==> config.mk <==
export PLATFORM = sky130hd
export DESIGN_NAME = piso_ctrl
export DESIGN_NICKNAME = d
export VERILOG_FILES = /design/src/rtl/piso_pkg.sv /design/src/rtl/piso_ctrl.sv
export SDC_FILE = /design/constraint.sdc
export NUM_CORES = 1
export LEC_CHECK = 0
export CAP_MARGIN = 10
export CORE_ASPECT_RATIO = 0.7
export CORE_MARGIN = 10
export CORE_UTILIZATION = 50
export DETAILED_ROUTE_END_ITERATION = 6
export PLACE_DENSITY = 0.77
export SLEW_MARGIN = 10
export SYNTH_ARGS = -nofsm -noshare
export SYNTH_HDL_FRONTEND = slang
export SYNTH_SLANG_ARGS = --single-unit
==> constraint.sdc <==
create_clock -name clk -period 1.9 [get_ports clk]
set_input_delay 0.19 -clock clk [delete_from_list [all_inputs] [get_ports clk]]
set_output_delay 0.19 -clock clk [all_outputs]
set_load 0.01 [all_outputs]
==> src/rtl/piso_pkg.sv <==
// Shared types and defaults for the PISO load/shift sequencer.
package piso_pkg;

    localparam int WIDTH_DEF      = 4;
    localparam int GAP_CYCLES_DEF = 0;

    typedef enum logic [1:0] {
        IDLE  = 2'd0,
        LOAD  = 2'd1,
        SHIFT = 2'd2,
        GAP   = 2'd3
    } state_e;

endpackage

==> src/rtl/piso_ctrl.sv <==
// Handshake front end and load/shift sequencer driving a WIDTH-bit PISO via pi/sel.
// Define PISO_CTRL_WCNT_EN to add the saturating words_sent counter output.
//
// state | meaning
// IDLE  | no word in flight, waiting for the holding register to fill
// LOAD  | one cycle of parallel load of the held word (sel=0)
// SHIFT | WIDTH cycles of serial shift (sel=1, so_valid=1)
// GAP   | GAP_CYCLES idle cycles between consecutive words
module piso_ctrl
    import piso_pkg::*;
#(
    parameter int WIDTH      = WIDTH_DEF,
    parameter int GAP_CYCLES = GAP_CYCLES_DEF
) (
    input  logic             clk,
    input  logic             clr_n,
    input  logic             flush,
    input  logic             in_valid,
    input  logic [WIDTH-1:0] in_data,
    output logic             in_ready,
    output logic [WIDTH-1:0] pi,
    output logic             sel,
    output logic             so_valid,
    output logic             done,
    output logic             busy
`ifdef PISO_CTRL_WCNT_EN
    ,
    output logic [7:0]       words_sent
`endif
);

    localparam int            CW        = $clog2(WIDTH + 1);
    localparam logic [CW-1:0] BITS_INIT = CW'(WIDTH);
    localparam logic [CW-1:0] CNT_ONE   = CW'(1);
    localparam logic [3:0]    GAP_INIT  = 4'(GAP_CYCLES);

    state_e           state_q, state_d;
    logic             hold_full_q, hold_full_d;
    logic [WIDTH-1:0] hold_data_q, hold_data_d;
    logic [WIDTH-1:0] pi_q, pi_d;
    logic [CW-1:0]    cnt_q, cnt_d;
    logic [3:0]       gap_q, gap_d;

    logic             accept;
    logic             word_avail;
    logic [WIDTH-1:0] next_word;

    assign in_ready   = clr_n & ~hold_full_q;
    assign accept     = in_valid & in_ready & ~flush;
    // A word arriving on the same edge counts, so LOAD never waits an extra cycle.
    assign word_avail = hold_full_q | accept;
    assign next_word  = hold_full_q ? hold_data_q : in_data;

    always_comb begin
        state_d     = state_q;
        hold_full_d = hold_full_q;
        hold_data_d = hold_data_q;
        pi_d        = pi_q;
        cnt_d       = cnt_q;
        gap_d       = gap_q;

        if (accept) begin
            hold_full_d = 1'b1;
            hold_data_d = in_data;
        end

        case (state_q)
            IDLE: begin
                if (word_avail) begin
                    state_d = LOAD;
                    pi_d    = next_word;
                end
            end
            LOAD: begin
                hold_full_d = 1'b0;
                cnt_d       = BITS_INIT;
                state_d     = SHIFT;
            end
            SHIFT: begin
                cnt_d = cnt_q - CNT_ONE;
                if (cnt_q == CNT_ONE) begin
                    if (GAP_CYCLES > 0) begin
                        state_d = GAP;
                        gap_d   = GAP_INIT;
                    end else if (word_avail) begin
                        state_d = LOAD;
                        pi_d    = next_word;
                    end else begin
                        state_d = IDLE;
                    end
                end
            end
            GAP: begin
                gap_d = gap_q - 4'd1;
                if (gap_q == 4'd1) begin
                    if (word_avail) begin
                        state_d = LOAD;
                        pi_d    = next_word;
                    end else begin
                        state_d = IDLE;
                    end
                end
            end
            default: state_d = IDLE;
        endcase

        if (flush) begin
            state_d     = IDLE;
            hold_full_d = 1'b0;
            pi_d        = '0;
            cnt_d       = '0;
            gap_d       = '0;
        end
    end

    always_ff @(posedge clk) begin
        if (!clr_n) begin
            state_q     <= IDLE;
            hold_full_q <= 1'b0;
            hold_data_q <= '0;
            pi_q        <= '0;
            cnt_q       <= '0;
            gap_q       <= '0;
        end else begin
            state_q     <= state_d;
            hold_full_q <= hold_full_d;
            hold_data_q <= hold_data_d;
            pi_q        <= pi_d;
            cnt_q       <= cnt_d;
            gap_q       <= gap_d;
        end
    end

    assign pi       = pi_q;
    assign sel      = (state_q == SHIFT);
    assign so_valid = (state_q == SHIFT);
    assign done     = (state_q == SHIFT) && (cnt_q == CNT_ONE);
    assign busy     = (state_q != IDLE);

`ifdef PISO_CTRL_WCNT_EN
    logic [7:0] words_q, words_d;

    always_comb begin
        words_d = words_q;
        if (done && (words_q != 8'hFF)) begin
            words_d = words_q + 8'd1;
        end
    end

    // Flush deliberately leaves the count alone; only reset clears it.
    always_ff @(posedge clk) begin
        if (!clr_n) begin
            words_q <= 8'd0;
        end else begin
            words_q <= words_d;
        end
    end

    assign words_sent = words_q;
`endif

endmodule

; After elaboration in Yosys (flattened, before gate mapping)
; Cells that the tools add are included.
[op_classes]
n_addsub = 2
n_eq_ne = 8
mux = 11
n_bitwise = 7
n_reduce_logical = 9
[ops]
columns = op, count
row1 = 4-bit two-way mux, 4
row2 = 4-bit one-hot mux with 3 select lines, 1
row3 = 2-bit one-hot mux with 4 select lines, 1
row4 = 2-bit two-way mux, 3
row5 = 3-bit one-hot mux with 2 select lines, 1
row6 = 3-bit AND reduction, 2
row7 = 2-bit == test (second input constant), 2
row8 = 4-bit by 1-bit == test with 1-bit output (second input constant), 1
row9 = 2-bit inequality test (second input constant), 2
row10 = 2-bit nonzero test, 2
row11 = 4-bit by 1-bit subtractor with 4-bit output (second input constant), 1
row12 = 1-bit AND, 3
row13 = 3-bit by 1-bit == test with 1-bit output (second input constant), 1
row14 = 1-bit inverter, 3
row15 = 3-bit nonzero test, 1
row16 = 3-bit OR reduction, 1
row17 = 3-bit by 1-bit subtractor with 3-bit output (second input constant), 1
row18 = 2-bit by 1-bit == test with 1-bit output (second input constant), 1
row19 = 2-bit zero test, 1
row20 = 2-bit by 1-bit inequality test with 1-bit output (second input constant), 1
row21 = 2-bit OR reduction, 1
row22 = 1-bit logical AND, 1
row23 = 1-bit two-way mux, 1
row24 = 1-bit OR, 1
[totals]
regBits = 18
out_inout_bits = 9

; Logic depth before layout (Yosys ltp)
; Gate-level depths: netlist of the first run.
[logic_depth]
ltp_word = 8
ltp_mapped = 6
depth_no_buf = 6

; Worst setup path after synthesis of the first run
; OpenSTA, ideal clock, no wires.
[synth_path]
path_type = register -> register
start = register gap_q[0]
end = register pi_q[2], in the netlist pi[2]
setup_ns = 0.132
arrival_ns = 1.491
setup_slack_ns = 0.278
stages_incl_launch_ff = 6
synth_period_minus_slack_ns = 1.622
path_cell_list = dfxtp_1 -> ha_1 -> or3b_1 -> a22o_1 -> a2111oi_0 -> nor3_1
[synth_between]
elab_chain_len = 3
[synth_lines]
columns = element, line
row1 = start: declaration, piso_ctrl.sv:42  ; logic [3:0] gap_q, gap_d;
row2 = start signal: assignment, piso_ctrl.sv:130  ; gap_q <= gap_d;
row3 = 4-bit by 1-bit == test with 1-bit output, piso_ctrl.sv:95  ; if (gap_q == 4'd1) begin
row4 = 2-bit inequality test (no line), -
row5 = 3-bit AND reduction (no line), -
row6 = end signal: assignment, piso_ctrl.sv:128  ; pi_q <= pi_d;
row7 = end: declaration, piso_ctrl.sv:40  ; logic [WIDTH-1:0] pi_q, pi_d;
; No other way between the ends.
; A chain may end at the register's enable or synchronous reset.

; Worst setup path in the final report of the first run
; Same ends and word-level chain as after synthesis.

==> out/metrics.cfg, run 1 <==
[outcome]
status = finished, final reports clean

[final_layout]
regArea_um2 = 362
final_cells = 146
syn_to_final_growth_pct = 27.0
multi_input_area_um2 = 544
fillers = 133
n_antenna_cell = 0
final_cell_area_um2 = 1180
nets = 142
final_layout_size_suffix_gt1_share_pct = 10.4

[synth]
ys_warn_count = 0
synthAdderAreaFrac_pct = 10.7
synth_simple_gate_area_share_pct = 22.4
syn_nets = 123
seq_area_frac_synth_pct = 38.7
synth_top_family_by_area = simple AND/OR/NAND/NOR gates
synth_cell_types = 28
synth_mux_area_share_pct = 4.30
synth_area_per_cell_um2 = 8.71
ys_seq_elements = 18
synth_xor_area_share_pct = 2.82
synth-compound-area-share_pct = 15.0
synthCells = 107
syn_area_um2 = 932

[detailed_routing]
route.vias.total = 806
drtPass1Iterations = 4
wl_per_cell_um = 15.3
wl_um = 2230
drc = 0
drt_iter0_drc = 50
drtAntennaViolNets = 0
viasPerCell = 5.52

[place]
io_buffers = 16
dp.cells = 142
hpwl_um = 1670
placed_cell_area_um2 = 1110
place_congestion = 0.755
post-place-ws_ns = 0.0949

[critical_path]
path_cells = ha_1 > or3b_1 > a22o_2 > a2111oi_1 > nor3_1
crit_family = compound AO/OA/AOI/OAI gates
critPathSlowestCell = dfxtp_1
slowest_delay_ns = 0.40
critPathBufInv = 0
worst-path-max-fanout = 6
worstPathArrival_ns = 1.97
cp-end-kind = flop
startpoint_type = flop
cp.required_ns = 2.07
criticalPathCategory = reg -> reg

[floorplan]
ioPinCount = 17
start_util_pct = 55.9
die_h_um = 56.1
fp.dieW_um = 71.6
die_area_um2 = 4020
fp.coreArea_um2 = 1670
rows = 12

[sta]
fin_hold_ws_ns = 0.523
rsz0062_at_grt = true
slew_headroom_pct = 62.6
period_needed_ns = 1.80
setup-violations-final = 0
fmaxAchievable_mhz = 556
tightest_slew_ns = 0.561
finalHoldViolations = 0
fin_skew_ns = 0.00350
setup_ws_ns = 0.0998
timing.final.crit_share_pct = 94.7
drv_slew = 0

[power]
p_leak_uw = 0.000431
powerDensity_nw_per_um2 = 616
ir_drop_uv = 620
power.total_uw = 729

[clocking]
clkSinkCount = 18
cts_buffer_depth = 2
cts_tree = done
cts_buffers = 3
post-cts-setup-buffer-count = 0
path_clk_slew_ns = 0.10
h-tree-depth = 1
cts_root_buffer = clkbuf_4
clkLatencyLatePin_ns = 0.30

[flow_run]
maxCapViolCount = 0

[global_route]
grt_pass1_vias = 793
grt_pass1_wl_um = 3770
gr-total-overflow = 0
grt_usage_pct = 11.3
grt_max_degree = 15
grt_antenna_before_repair = 0

[min_path]
min_path_type = reg -> reg

## worst min-delay path, cell delays in order (launching register included)
cell and delay, ns:
dfxtp_1 0.34, nor2_1 0.10, a211oi_1 0.05
## repair_timing
action	CTS	global route
resized for setup	3	9
pin swaps	0	0
hold buffers	0	0
endpoints found under the setup margin	1	6
## synthesized netlist by cell type, drive strengths merged
master | count | share of area, %
or3b | 1 | 0.94
buf | 1 | 0.81
mux2i | 4 | 4.3
nand3b | 1 | 0.81
nor4b | 1 | 0.94
dfxtp | 18 | 39
nand3 | 3 | 1.6
nor3 | 4 | 2.1
nor2 | 10 | 4.0
nand2 | 3 | 1.2
ha | 8 | 11
a21o | 1 | 0.81
o2111ai | 1 | 0.94
or3 | 1 | 0.67
clkbuf | 3 | 1.2
a211oi | 1 | 0.81
and3 | 1 | 0.67
inv | 10 | 4.0
nor3b | 1 | 1.3
xor2 | 1 | 0.94
a2111oi | 4 | 3.8
a22o | 1 | 0.94
nor2b | 10 | 6.7
a21oi | 9 | 4.8
xnor2 | 2 | 1.9
o21ai | 4 | 2.1
nand2b | 2 | 1.3
a22oi | 1 | 0.81
## power by group
group / total (µW) / internal, µW / switching, µW
sequential: 394 / 386 / 7.75
combinational: 90.9 / 47.6 / 43.3
clock: 244 / 117 / 127
## flip-flops by register name, indices dropped and copies added, names as in the netlist
register,count
gap_q,4
cnt_q,3
state_q,2
hold_data_q,4
pi,4
hold_full_q,1
## per-layer routing
| layer | up-vias | global-route usage [%] | wire, µm |
|---|---|---|---|
| met5 | - | 0 | 0 |
| met4 | 0 | 3.29 | 44 |
| met3 | 6 | 5.52 | 155 |
| met2 | 25 | 17.6 | 1010 |
| met1 | 369 | 13.2 | 1020 |
| li1 | 406 | - | - |
## metrics by stage
stage	TNS [ns]	util, %
2_1_floorplan	0	-
3_3_place_gp	0	66.9
3_5_place_dp	0	66.9
4_1_cts	0	69.8
5_1_grt	-0.0769	71.0
6_report	0	71.0
## worst paths after layout
path | from | endpoint | slack [ns] | cells after the start
worst max-delay path | gap_q[0]$_SDFFE_PP0N_ | pi[2]$_SDFFE_PP0P_ | 0.1 | 5
worst min-delay path | gap_q[1]$_SDFFE_PP0N_ | gap_q[1]$_SDFFE_PP0N_ | 0.52 | 2
worst max register to register | gap_q[0]$_SDFFE_PP0N_ | pi[2]$_SDFFE_PP0P_ | 0.1 | 5
worst min register to register | gap_q[1]$_SDFFE_PP0N_ | gap_q[1]$_SDFFE_PP0N_ | 0.52 | 2
## cell type report
cell class / instances / area share (%)
multi-input cells: 75 / 46.0
flip-flops and latches: 18 / 30.5
repair buffers: 18 / 15.0
inverters: 10 / 3.17
clock buffers: 4 / 3.07
well taps: 21 / 2.22
## layout by cell type, fill, tap and decap left out, types with 2 or more instances in the layout
cell type / n
dfxtp_1: 17
clkdlybuf4s50_1: 15
nor2b_1: 10
nor2_1: 10
inv_1: 9
a21oi_1: 9
ha_1: 7
mux2i_1: 4
o21ai_0: 4
nor3_1: 4
nand3_1: 3
nand2_1: 3
clkbuf_4: 3
nand2b_1: 2
xnor2_1: 2
a2111oi_2: 2
a2111oi_1: 2
buf_4: 2
## cells by family after synthesis
family | Yosys count
AND/OR/NAND/NOR | 38
AO/OA/AOI/OAI | 22
flip-flops | 18
buffers and inverters | 14
adder cells (fa/ha/maj) | 8
multiplexers | 4
XOR/XNOR | 3
Note: power is estimated with default switching activity, not from simulation.
==> run 2: changes to the inputs <==
SLEW_MARGIN = unset   (was 10)
==> results of run 2 <==
Final layout, timing and power as in run 1 (identical DEF).
==> run 3: changes to the inputs <==
CORE_ASPECT_RATIO = unset   (was 0.7)
CORE_UTILIZATION = 60   (was 50)
DONT_BUFFER_PORTS = 1   (was unset)
PLACE_DENSITY = 0.76   (was 0.77)
==> out/metrics.cfg, run 3 (synthesis results as in run 1) <==
[outcome]
status = finished, final reports clean

[place]
place_congestion = 0.863  ; +14%
dp.cells = 121  ; -15%
hpwl_um = 1410  ; -16%
io_buffers = 0  ; -16
post-place-ws_ns = 0.0842  ; -0.0107 ns

[power]
powerDensity_nw_per_um2 = 690  ; +12%
ir_drop_uv = 488  ; -21%
power.total_uw = 685  ; -6.1%
p_leak_uw = 0.000352  ; -18%

[final_layout]
layout_commonest_cell = dfxtp_1
syn_to_final_growth_pct = 6.44
final_layout_size_suffix_gt1_share_pct = 7.34  ; -3.1 points
fillers = 132  ; -0.75%
n_antenna_cell = 0  ; unchanged
mostFrequentLayoutCells = dfxtp_1 (18), inv_1 (10), nor2b_1 (10), nor2_1 (10), a21oi_1 (9)
final_cells = 125  ; -14%
nets = 126  ; -11%

[global_route]
gr-total-overflow = 0  ; unchanged
grt_pass1_wl_um = 3040  ; -19%
grt_pass1_vias = 717  ; -9.6%
gr-usage-met3_pct = 4.72  ; -0.79 points
use_met1_pct = 11.8  ; -1.5 points
grt-busiest-layer = met2
grt_max_degree = 15  ; unchanged
grt_usage_pct = 11.1  ; -0.17 points
grt_antenna_before_repair = 0  ; unchanged
grt_use_met2_pct = 17.7  ; +0.057 points

[clocking]
hold_buffers = 0  ; unchanged
cts_resized = 0  ; -3
cts_root_buffer = clkbuf_4
post-cts-setup-buffer-count = 0  ; unchanged
clkLatencyLatePin_ns = 0.30  ; about the same
cts_buffers = 3  ; unchanged
path_clk_slew_ns = 0.10  ; about the same
clkSinkCount = 18  ; unchanged
cts_buffer_depth = 2  ; unchanged
h-tree-depth = 1  ; unchanged
cts_tree = done

[sta]
timing.final.crit_share_pct = 98.2  ; +3.5 points
tightest_slew_ns = 0.536  ; -0.0250 ns
slew_headroom_pct = 64.2  ; +1.7 points
rsz0062_at_grt = true
fin_hold_ws_ns = 0.0174  ; -0.505 ns
period_needed_ns = 1.87  ; +0.0656 ns
fin_skew_ns = 0.00498  ; +0.00148 ns
tns_ns = 0  ; unchanged
setup-violations-final = 0  ; unchanged
finalHoldViolations = 0  ; unchanged
setup_ws_ns = 0.0343  ; -0.0656 ns
fmaxAchievable_mhz = 536  ; -3.5%
drv_slew = 0  ; unchanged

[detailed_routing]
drtAntennaViolNets = 0  ; unchanged
drtPass1Iterations = 4  ; unchanged
route.vias.total = 729  ; -9.6%
wl_um = 1850  ; -17%
drc = 0  ; unchanged
drt_iter0_drc = 11  ; -78%
viasPerCell = 5.83  ; +5.6%
wl_per_cell_um = 14.8  ; -3.1%

[floorplan]
start_util_pct = 62.6  ; +6.7 points
fp.dieW_um = 59.4  ; -17%
die_area_um2 = 3530  ; -12%
die_h_um = 59.4  ; +5.9%
fp.coreArea_um2 = 1490  ; -11%
rows = 14  ; +2
ioPinCount = 17  ; unchanged

[critical_path]
startpoint_type = flop
criticalPathCategory = reg -> reg
worst-path-max-fanout = 6  ; unchanged
cp.required_ns = 2.07  ; about the same
reg2reg_depth = 5  ; unchanged
cp-end-kind = flop
worstPathArrival_ns = 2.04  ; +0.07 ns

[min_path]
hold_depth = 1  ; -1
min_path_type = in -> reg

[flow_run]
maxCapViolCount = 0  ; unchanged

==> run 3: cell count changes in the layout (fill, tap and decap cells not counted) <==
cell,change
a2111oi_2,-1
ha_4,-1
a22o_2,-1
dfxtp_1,+1
inv_1,+1
ha_1,+1
a22o_1,+1
dfxtp_2,-1
dlymetal6s2s_1,-1
inv_2,-1
a2111oi_0,+2
clkdlybuf4s50_1,-15
a2111oi_1,-1
==> run 3: where the power goes <==
group          switching (µW)  total (µW)  internal (µW)
Clock                     118         235            117
Sequential               9.00         395            386
Combinational            29.8        54.7           25.0
==> run 3: area by class of cell <==
cell class / count / area [µm²] / share of cell area, %
multi-input cells: 75 / 523 / 52.7
well taps: 16 / 20.0 / 2.02
inverters: 10 / 37.5 / 3.78
flip-flops and latches: 18 / 360 / 36.3
clock buffers: 4 / 36.3 / 3.66
repair buffers: 2 / 15.0 / 1.51
==> run 3: worst max-delay path, cell delays in order, from the launching register on <==
cell and delay, ns:
dfxtp_1 0.40, ha_1 0.16, or3b_1 0.38, a22o_1 0.27, a2111oi_0 0.45, nor3_1 0.09
==> run 3: path summary, 6_finish.rpt <==
check                         from  slack [ns]                     endpoint
max          gap_q[0]$_SDFFE_PP0N_        0.03           pi[2]$_SDFFE_PP0P_
min                          clr_n        0.02  hold_data_q[1]$_SDFFE_PN0P_
max reg2reg  gap_q[0]$_SDFFE_PP0N_        0.03           pi[2]$_SDFFE_PP0P_
min reg2reg  cnt_q[1]$_SDFFE_PP0P_        0.50        cnt_q[1]$_SDFFE_PP0P_
==> run 3: per-layer routing <==
layer | up-vias | part of all wire (%)
met5 | - | 0
met4 | 0 | 2.4
met3 | 5 | 8.4
met2 | 25 | 47
met1 | 330 | 43
li1 | 369 | -
==> run 3: per-stage QoR <==
stage | cell area (µm²) | util (%)
finish | 992 | 66.6
global route | 992 | 66.6
CTS | 985 | 66.1
detailed placement | 948 | 63.7
global placement | 948 | 63.7
floorplan | 932 | -
